**config.mk**
```make
export PLATFORM = sky130hd
export DESIGN_NAME = csi_collector
export DESIGN_NICKNAME = d
export VERILOG_FILES = /design/src/rtl/csi_pkg.sv /design/src/rtl/csi_mag_acc.sv /design/src/rtl/csi_collector.sv
export SDC_FILE = /design/constraint.sdc
export NUM_CORES = 1
export LEC_CHECK = 0
export CELL_PAD_IN_SITES_DETAIL_PLACEMENT = 1
export CELL_PAD_IN_SITES_GLOBAL_PLACEMENT = 1
export CORE_MARGIN = 5
export CORE_UTILIZATION = 45
export CTS_CLUSTER_DIAMETER = 80
export CTS_CLUSTER_SIZE = 14
export DETAILED_ROUTE_END_ITERATION = 16
export GPL_TIMING_DRIVEN = 0
export PLACE_DENSITY = 0.91
export SLEW_MARGIN = 30
export SYNTH_ARGS = -nofsm -noshare
export SYNTH_HDL_FRONTEND = slang
export SYNTH_SLANG_ARGS = --single-unit
```
**constraint.sdc**
```tcl
create_clock -name clk -period 5 [get_ports clk]
set_input_delay 0.75 -clock clk [delete_from_list [all_inputs] [get_ports clk]]
set_output_delay 0.75 -clock clk [all_outputs]
set_load 0.05 [all_outputs]
```
**src/rtl/csi_pkg.sv**
```systemverilog
// Shared constants and types for the CSI collector slice.
package csi_pkg;

    localparam int unsigned W_DEFAULT       = 20;
    localparam int unsigned WORDS_PER_FRAME = 6;

    typedef enum logic [1:0] {
        IDLE,
        COLLECT,
        EMIT
    } csi_state_e;

    // Position of each word inside a frame.
    localparam logic [2:0] IDX_M1 = 3'd0;
    localparam logic [2:0] IDX_P1 = 3'd1;
    localparam logic [2:0] IDX_M2 = 3'd2;
    localparam logic [2:0] IDX_P2 = 3'd3;
    localparam logic [2:0] IDX_M3 = 3'd4;
    localparam logic [2:0] IDX_P3 = 3'(WORDS_PER_FRAME - 1);

endpackage

```
**src/rtl/csi_mag_acc.sv**
```systemverilog
// One signed magnitude accumulator with an AVG_LOG2-bit guard and a
// floor-averaged (arithmetic shift) read port.
module csi_mag_acc #(
    parameter int W        = 20,
    parameter int AVG_LOG2 = 2
) (
    input  logic                clk,
    input  logic                rst_n,
    input  logic                i_add,
    input  logic                i_clr,
    input  logic signed [W-1:0] i_din,
    output logic signed [W-1:0] o_avg
);

    localparam int AW = W + AVG_LOG2;

    logic signed [AW-1:0] r_acc;
    logic signed [AW-1:0] w_ext;

    assign w_ext = AW'(i_din);

    // Accumulate on add, zero on clear; clear wins.
    always_ff @(posedge clk or negedge rst_n) begin
        if (!rst_n) begin
            r_acc <= '0;
        end else if (i_clr) begin
            r_acc <= '0;
        end else if (i_add) begin
            r_acc <= r_acc + w_ext;
        end
    end

    assign o_avg = W'(r_acc >>> AVG_LOG2);

endmodule

```
**src/rtl/csi_collector.sv**
```systemverilog
// Collects six-word CSI frames, averages magnitudes over 2^AVG_LOG2 frames,
// keeps the latest phases and publishes them with a two-cycle CSI_done strobe.
module csi_collector
    import csi_pkg::*;
#(
    parameter int AVG_LOG2 = 2,
    parameter int W        = W_DEFAULT
) (
    input  logic                clk,
    input  logic                rst_n,
    input  logic signed [W-1:0] din,
    input  logic                din_valid,
    input  logic                din_sof,
    output logic signed [W-1:0] M1,
    output logic signed [W-1:0] P1,
    output logic signed [W-1:0] M2,
    output logic signed [W-1:0] P2,
    output logic signed [W-1:0] M3,
    output logic signed [W-1:0] P3,
    output logic                CSI_done,
    output logic                frame_err
);

    localparam logic [3:0]  AVG_N = 4'(1 << AVG_LOG2);
    localparam int unsigned BUF_D = WORDS_PER_FRAME - 1;

    csi_state_e          r_state, w_state_nx;
    logic [2:0]          r_idx, w_idx_nx, w_widx;
    logic [3:0]          r_fcnt, w_fcnt_nx;
    logic [1:0]          r_eph, w_eph_nx;
    logic                w_store, w_complete, w_load, w_ferr_nx, w_done_nx;
    logic                r_done, r_ferr;
    logic signed [W-1:0] r_word [BUF_D];
    logic signed [W-1:0] r_ph1, r_ph2, r_ph3;
    logic signed [W-1:0] r_m1, r_m2, r_m3, r_p1, r_p2, r_p3;
    logic signed [W-1:0] w_avg1, w_avg2, w_avg3;

    assign w_widx = din_sof ? IDX_M1 : r_idx;

    // Next-state, index, frame counter and datapath strobes.
    always_comb begin
        w_state_nx = r_state;
        w_idx_nx   = r_idx;
        w_fcnt_nx  = r_fcnt;
        w_eph_nx   = r_eph;
        w_store    = 1'b0;
        w_complete = 1'b0;
        w_load     = 1'b0;
        w_ferr_nx  = 1'b0;
        w_done_nx  = r_done;
        case (r_state)
            IDLE: begin
                if (din_valid && din_sof) begin
                    w_store    = 1'b1;
                    w_idx_nx   = 3'd1;
                    w_state_nx = COLLECT;
                end
            end
            COLLECT: begin
                if (din_valid) begin
                    if (din_sof) begin
                        w_ferr_nx = 1'b1;
                        w_store   = 1'b1;
                        w_idx_nx  = 3'd1;
                    end else if (r_idx == IDX_P3) begin
                        w_complete = 1'b1;
                        w_idx_nx   = '0;
                        if (r_fcnt + 4'd1 == AVG_N) begin
                            w_fcnt_nx  = '0;
                            w_eph_nx   = '0;
                            w_state_nx = EMIT;
                        end else begin
                            w_fcnt_nx  = r_fcnt + 4'd1;
                            w_state_nx = IDLE;
                        end
                    end else begin
                        w_store  = 1'b1;
                        w_idx_nx = r_idx + 3'd1;
                    end
                end
            end
            EMIT: begin
                w_ferr_nx = din_valid && din_sof;
                // Phase 0 publishes and clears the accumulators one edge after
                // the final sum lands, so outputs lead the strobe by a cycle.
                case (r_eph)
                    2'd0: begin
                        w_load   = 1'b1;
                        w_eph_nx = 2'd1;
                    end
                    2'd1: begin
                        w_done_nx = 1'b1;
                        w_eph_nx  = 2'd2;
                    end
                    2'd2: begin
                        w_eph_nx = 2'd3;
                    end
                    default: begin
                        w_done_nx  = 1'b0;
                        w_eph_nx   = 2'd0;
                        w_state_nx = IDLE;
                    end
                endcase
            end
            default: begin
                w_state_nx = IDLE;
            end
        endcase
    end

    // FSM state and control registers.
    always_ff @(posedge clk or negedge rst_n) begin
        if (!rst_n) begin
            r_state <= IDLE;
            r_idx   <= '0;
            r_fcnt  <= '0;
            r_eph   <= '0;
            r_done  <= 1'b0;
            r_ferr  <= 1'b0;
        end else begin
            r_state <= w_state_nx;
            r_idx   <= w_idx_nx;
            r_fcnt  <= w_fcnt_nx;
            r_eph   <= w_eph_nx;
            r_done  <= w_done_nx;
            r_ferr  <= w_ferr_nx;
        end
    end

    // Buffer words 0..4 of the frame in progress.
    always_ff @(posedge clk or negedge rst_n) begin
        if (!rst_n) begin
            for (int unsigned i = 0; i < BUF_D; i++) begin
                r_word[i] <= '0;
            end
        end else begin
            for (int unsigned i = 0; i < BUF_D; i++) begin
                if (w_store && (w_widx == 3'(i))) begin
                    r_word[i] <= din;
                end
            end
        end
    end

    // Latest phases, overwritten when a frame completes.
    always_ff @(posedge clk or negedge rst_n) begin
        if (!rst_n) begin
            r_ph1 <= '0;
            r_ph2 <= '0;
            r_ph3 <= '0;
        end else if (w_complete) begin
            r_ph1 <= r_word[IDX_P1];
            r_ph2 <= r_word[IDX_P2];
            r_ph3 <= din;
        end
    end

    // Published result registers, updated only in the first EMIT cycle.
    always_ff @(posedge clk or negedge rst_n) begin
        if (!rst_n) begin
            r_m1 <= '0;
            r_m2 <= '0;
            r_m3 <= '0;
            r_p1 <= '0;
            r_p2 <= '0;
            r_p3 <= '0;
        end else if (w_load) begin
            r_m1 <= w_avg1;
            r_m2 <= w_avg2;
            r_m3 <= w_avg3;
            r_p1 <= r_ph1;
            r_p2 <= r_ph2;
            r_p3 <= r_ph3;
        end
    end

    csi_mag_acc #(.W(W), .AVG_LOG2(AVG_LOG2)) u_acc1 (
        .clk   (clk),
        .rst_n (rst_n),
        .i_add (w_complete),
        .i_clr (w_load),
        .i_din (r_word[IDX_M1]),
        .o_avg (w_avg1)
    );

    csi_mag_acc #(.W(W), .AVG_LOG2(AVG_LOG2)) u_acc2 (
        .clk   (clk),
        .rst_n (rst_n),
        .i_add (w_complete),
        .i_clr (w_load),
        .i_din (r_word[IDX_M2]),
        .o_avg (w_avg2)
    );

    csi_mag_acc #(.W(W), .AVG_LOG2(AVG_LOG2)) u_acc3 (
        .clk   (clk),
        .rst_n (rst_n),
        .i_add (w_complete),
        .i_clr (w_load),
        .i_din (r_word[IDX_M3]),
        .o_avg (w_avg3)
    );

    assign M1        = r_m1;
    assign M2        = r_m2;
    assign M3        = r_m3;
    assign P1        = r_p1;
    assign P2        = r_p2;
    assign P3        = r_p3;
    assign CSI_done  = r_done;
    assign frame_err = r_ferr;

endmodule

```
==> results.txt <==
Status: finished, final reports clean
Flop and latch count out of synthesis: 359
Routed via count: 13620
Clock sinks: 359
Nets@finish: 2008
IO Count: 146
Final min period: 3.180 ns
FF-to-FF path depth: 10
Area contributors post-synth: dfrtp_1 (53%), nand2_1 (15%), mux2_2 (6.8%), ha_1 (5.3%), a21oi_1 (2.8%)
Share of cells above drive strength 1: 0.09162
ANT nets after route: 0
Synth Instances: 1730
Hold Crit Class: primary input to async pin
Post-DP HPWL: 38.96 mm
CP required: 5.43 ns
Origin of the worst setup path: r_word[80]
DR iter-0 viols: 835
Commonest cells post-synth: nand2_1 (668), dfrtp_1 (359), mux2_2 (102), a21oi_1 (95), ha_1 (71)
R2r setup slk: 1.82 ns
Critical Path Slowest Stage Cell: a221oi_1
Unrepaired setup endpoints after global routing: false
CTS clk-pin slew, worst paths: 0.07 ns
Vias in the first global route: 15060
Number of buffers created by CTS: 29
Power density over the cells: 418.6 mW/mm2
Final setup fails: 0
Worst-margin pin slew: 1.049 ns
# port buffers: 145
Filler Cell Count: 4099
Crit-path cells: ha_1 > fa_1 > a21o_1 > a21oi_2 > o21ai_1 > a21oi_1 > o221ai_1 > a221oi_1 > xor2_1 > o21ai_1
Crit path top cell by count: o21ai_1
Final core utilization: 0.5372
Routed wire per std cell: 23.27 um
Final WL: 55.36 mm
CP peak stage delay: 0.49 ns
CTS tree: built
Vias per cell: 5.726
Top cell type's share of synthesized area: 0.5332
Final worst slack: 1.820 ns
Slew Viols, Final: 0
Largest net degree at the start of global routing: 88
Max VDD drop: 0.2265 mV
Hold Buf Count CTS: 0
Core Area: 0.03679 mm2
Period utilisation layout: 0.6361
Gr usage total: 0.2621
Critical path class: flop to flop
Slew headroom: 0.3008
Top FF cell, synth: dfrtp_1
Synth area leader: dfrtp_1
Crit-path max FO: 3
Die width: 203.5 um
Reg2Reg Capture Point: u_acc1.r_acc[18]
Asr flop ratio synth: 1.000
Die Y: 203.5 um
Reg-to-Reg Start: r_word[80]
DRC errors left: 0
Top-count cell post-synth: nand2_1
Sequential area share after synthesis: 0.5332
Clock skew: 0.01464 ns
GRT met2 Usage: 0.4504
Worst slack at placement: 1.395 ns
Rows: 70
Clock root cell: clkbuf_16
Drt first pass iters: 5
Max Root-Sink Buffers: 3
Resize count post-CTS: 0
Die ar.: 0.04141 mm2
Syn Nets: 1828
Maxcap violations: 0
Critical path capture point: u_acc1.r_acc[18]
Leakage power: 10.03 nW
Placer Congestion: 0.9344
Final hold vios: 0
M3 GR Usage: 0.04691
Total congestion overflow: 0
Met1 Usage GRT: 0.3165
Worst-Skew Late Latency: 0.57 ns
Critical Path Sink Type: flop
H-tree levels: 1
Crit start category: flop
Area delta synth->final: 17.30%
Number of synthesis warnings: 0
Initial antenna violation count: 3
WP data arrival: 3.61 ns
First-pass GRT wire length: 85.44 mm
GR peak layer: met2
Fmax: 0.3144 GHz
Syn Area/Cell: 9.738 um2
Initial core utilization: 0.4580
Number of synthesized flops with an enable pin: 0
Post-synth cell types: 82
Mapped Area: 0.01685 mm2
Post-CTS Setup Repair Bufs: 0
[placed cells by master (no fill, tap or decap), drive strengths merged, types with 6 or more instances in the layout]
| master | n |
|---|---|
| clkbuf | 99 |
| a21o | 35 |
| or3 | 6 |
| o21a | 7 |
| nand3 | 16 |
| nand2b | 6 |
| a31oi | 12 |
| nand4 | 10 |
| mux2i | 6 |
| a211oi | 7 |
| xnor2 | 26 |
| clkdlybuf4s50 | 144 |
| nor2b | 10 |
| ha | 71 |
| nand2 | 669 |
| inv | 17 |
| o21ai | 50 |
| and3 | 6 |
| nor3 | 8 |
| mux2 | 102 |
| dfrtp | 359 |
| a21oi | 98 |
| nor2 | 32 |
| buf | 16 |
| xor2 | 27 |
[layer usage]
layer | routed length, um | vias to the layer above
li1 | - | 6108
met1 | 22060 | 6897
met2 | 26670 | 436
met3 | 3225 | 178
met4 | 3385 | 2
met5 | 13 | -
[cell families after synthesis]
kind of cell	after synthesis	share of synthesized area
AOI/OAI and AO/OA	253	0.09789
xor gates and xnor gates	53	0.02755
adders and majority gates	74	0.05629
buffers and inverters	97	0.02354
DFF	359	0.5332
muxes	108	0.07174
and+or+nand+nor	786	0.1898
[area by class of cell]
type,count,area (um2),area share
inverters,17,63.81,0.003229
flip-flops and latches,359,8984,0.4546
clock buffers,30,729.5,0.03691
diodes,1,2.502,0.0001266
clock inverters,1,30.03,0.001519
plain buffers,80,334.1,0.01690
multi-input cells,1274,7467,0.3778
well taps,468,585.6,0.02963
repair buffers,149,1567,0.07927
[worst max-delay path, delay by kind of cell (launching register included)]
family / cells / cell delay, ns
fa+ha+maj: 2 / 0.68
flops: 1 / 0.40
xor+xnor: 1 / 0.20
compound gates: 7 / 1.76
[stage by stage]
stage / hold WS [ns] / std cells / setup TNS (ns) / power, mW / area, um2
floorplan: 0.4331 / 1730 / 0 / 5.383 / 16850
global placement: 0.4452 / 2343 / -4335.38 / 5.846 / 18880
detailed placement: 0.4533 / 2347 / 0 / 6.096 / 19000
CTS: 0.04651 / 2378 / 0 / 8.253 / 19760
global route: 0.06760 / 2378 / 0 / 8.657 / 19760
finish: 0.04756 / 2379 / 0 / 8.272 / 19760
[worst min path at each step]
stage	from	endpoint	slack, ns	depth (start not counted)
after floorplan	r_word[60]	r_ph1[0]	0.43	2
after global placement	r_word[71]	r_ph1[11]	0.45	2
after detailed placement	r_ph2[8]	P2[8]	0.45	2
after CTS	rst_n	P1[17]	0.05	1
after global routing	rst_n	P1[17]	0.07	1
final	rst_n	P1[17]	0.05	1
[sequential cells by signal (all words and copies together) (netlist names)]
signal	cells
r_idx	3
r_ph1	20
r_fcnt	4
P3	20
P2	20
P1	20
u_acc2.r_acc	22
frame_err	1
r_ph3	20
r_state	2
u_acc3.r_acc	22
u_acc1.r_acc	22
M1	20
r_word	100
M3	20
CSI_done	1
r_eph	2
M2	20
r_ph2	20
[power breakdown]
part	internal (mW)	total, mW	switching [mW]
clock	1.07	2.10	1.03
sequential	3.47	3.91	0.442
combinational	0.960	2.27	1.31
total	5.50	8.27	2.77
Note: power is estimated with default switching activity, not from simulation.
==> edit, RTL diff (same settings) <==
Reset style: synchronous (`rst_n`), changed in 5 clocked blocks.
--- a/src/rtl/csi_mag_acc.sv
+++ b/src/rtl/csi_mag_acc.sv
@@ -22,3 +22,3 @@
     // Accumulate on add, zero on clear; clear wins.
-    always_ff @(posedge clk or negedge rst_n) begin
+    always_ff @(posedge clk) begin
         if (!rst_n) begin
--- a/src/rtl/csi_collector.sv
+++ b/src/rtl/csi_collector.sv
@@ -111,3 +111,3 @@
     // FSM state and control registers.
-    always_ff @(posedge clk or negedge rst_n) begin
+    always_ff @(posedge clk) begin
         if (!rst_n) begin
@@ -130,3 +130,3 @@
     // Buffer words 0..4 of the frame in progress.
-    always_ff @(posedge clk or negedge rst_n) begin
+    always_ff @(posedge clk) begin
         if (!rst_n) begin
@@ -145,3 +145,3 @@
     // Latest phases, overwritten when a frame completes.
-    always_ff @(posedge clk or negedge rst_n) begin
+    always_ff @(posedge clk) begin
         if (!rst_n) begin
@@ -158,3 +158,3 @@
     // Published result registers, updated only in the first EMIT cycle.
-    always_ff @(posedge clk or negedge rst_n) begin
+    always_ff @(posedge clk) begin
         if (!rst_n) begin
Formal check against the unedited RTL: differs if rst_n is asserted again (counterexample within 4 cycles, from zero or initial values and one cycle with rst_n low); with rst_n held inactive, the same outputs for 4 cycles.
==> edit against the unedited design <==
Worst setup slack got worse by 0.75 ns. Sequential cell count unchanged. Routed wire length decreased by 5.3%. Non-clock buffer count grew 24. Synthesized area decreased by 5.2%. Design area is 4.1% lower. Critical path depth shrank 2. Die area fell by 4.9%.
Power is not compared: it rests on default switching activity, and its combinational part moved more than twofold at a synthesized area within 25%.
==> edit: results (changes against the unedited design) <==
The run finished with clean final reports. The fraction of final layout cells sized beyond drive strength 1 is 3.66% (-5.5 points). The sequential area share after synthesis came out at 51.2% (-2.1 points). The routed via count is 13,568 (-0.39%), and the mean number of vias per cell is 5.72 (about the same). For the detailed placement HPWL, the log shows 37.5 mm (-3.9%). The switching power share of the total came out at 23.4%.

Wire length of the first global-routing pass: 80.4 mm (-5.9%). The maximum number of pins on one net before global-route repair was 21 (-76%). The most instantiated flip-flop cell in the synthesis netlist was sky130_fd_sc_hd__dfxtp_1. Sorting the synthesized cells by how often they occur yields 482 x sky130_fd_sc_hd__nand2_1, 259 x sky130_fd_sc_hd__dfxtp_1, 186 x sky130_fd_sc_hd__a21boi_0. The gate count after technology mapping came out at 1,707 (-1.3%). Ranked by total cell area, the synthesized netlist is headed by sky130_fd_sc_hd__dfxtp_1 32%, sky130_fd_sc_hd__edfxtp_1 19%, sky130_fd_sc_hd__nand2_1 11%, sky130_fd_sc_hd__a21boi_0 8.7%, sky130_fd_sc_hd__ha_1 5.6%. The tools report the critical path data arrival time as 4.21 ns (+0.60 ns). Root buffer selected by CTS: sky130_fd_sc_hd__clkbuf_16. The count of flip-flops with a built-in enable after synthesis was 100 (+100); the cell area reported after detailed placement was 0.0181 mm^2 (-4.6%). The number of distinct standard cells referenced by the synthesized netlist came out at 63 (-23%).

The slowest stage of the critical path belongs to the cell sky130_fd_sc_hd__clkbuf_1. The tools report the pre-CTS setup slack as 0.535 ns (-0.860 ns). Ranked by flip-flop count, first place goes to r_word. The total of buffers placed on input and output ports is 145 (unchanged), and the met2 demand-to-capacity share in global routing is 44.8% (-0.28 points). The yosys synthesis warning count is 0 (unchanged). The worst setup path startpoint was rst_n. The initial antenna violation count was 1 (-2). The logs give 4.51% (-0.19 points) for the met3 layer usage reported by global route and 0.0183 ns (+0.00365 ns) for the clock skew after layout.

The kind of cell adding the most delay to the critical path is buffers and inverters. The power share of the combinational group was 5.3%. The global routing met1 resource utilization was 33.1% (+1.5 points). The logs give 0 (-1) for the number of antenna repair diodes and 916 (+9.7%) for the initial DRC count. The leakage power figure was 0.00670 uW; the worst-path maximum fanout was 10 (+7). The tools report the total instance count after detailed placement as 2,322 (-1.1%). The post-CTS setup-driven buffer insertion count came out at 0 (unchanged). Nature of the critical path startpoint: a primary input. In this run the critical register-to-register path is launched from r_state[0]. The tools report the net total in the final layout as 1,990 (-0.90%). The pin slew with the least headroom to its limit is 0.959 ns (-0.0899 ns), and the largest incremental delay on the critical path is 0.72 ns (+0.23 ns). The logs give 26.0% (-0.22 points) for the overall fraction of global-route tracks in use and 52.4 mm (-5.3%) for the final wirelength. The fraction of registers with async set/reset works out to 0% (-100 points). The net count of the mapped netlist came out at 1,805 (-1.3%).

The tools report the source-to-sink clock delay at the later pin of the worst-skew pair as 0.59 ns (+0.02 ns). The class of the most critical hold timing path was flip-flop to flip-flop. The final weighted congestion in routability-driven placement was 0.931 (-0.33%).
edit: cell count changes in the layout (fill, tap and decap cells not counted), sizes merged, moves of 9 or more:
cell	delta
dfrtp	-359
dfxtp	+259
o21ai	+16
and2	+26
nor3	+9
xor2	-16
edfxtp	+100
a21oi	-20
a21boi	+183
mux2	-102
clkbuf	+38
nand2	-187
edit: per-layer routing:
metal	vias up	wire length, um
met3	124	3600
met1	6660	21800
met4	0	1990
met5	-	0
met2	488	25000
li1	6296	-
edit: worst register-to-register path, delay by kind of cell (launching register included):
kind                       cells  cell delay [ns]
DFF                            1             0.39
and+or+nand+nor                4             1.22
buffers and inverters          3             1.27
AOI/OAI and AO/OA              1             0.18
adders and majority gates      1             0.30
edit: path summary, 6_finish.rpt:
check | endpoint | slack (ns) | depth (start not counted)
setup reg to reg | u_acc2.r_acc[19] | 1.59 | 9
hold / removal | M3[14] | 0.46 | 2
setup / recovery | r_word[1][6] | 1.07 | 8
hold reg to reg | M3[14] | 0.46 | 2
edit: layout make-up:
class | instances | area [um^2]
repair buffers | 154 | 1530
clock inverters | 2 | 26.3
well taps | 461 | 577
flip-flops and latches | 359 | 8190
inverters | 19 | 71.3
fillers | 4011 | 16400
multi-input cells | 1230 | 7390
clock buffers | 48 | 797
plain buffers | 99 | 385
edit: power groups by stage:
stage                     Sequential (uW)  Clock, uW  Combinational, uW
after floorplan                      3120          0                166
after global placement               3130          0                260
after detailed placement             3130          0                285
after CTS                            3060       2180                290
after global routing                 3060       2300                315
final                                3060       2160                295
edit: cells by family after synthesis:
family | synth area share [%]
adders and majority gates | 5.94
buffers and inverters | 2.84
muxes | 0.564
and+or+nand+nor | 17.5
DFF | 51.2
AOI/OAI and AO/OA | 19.6
xor gates and xnor gates | 2.30
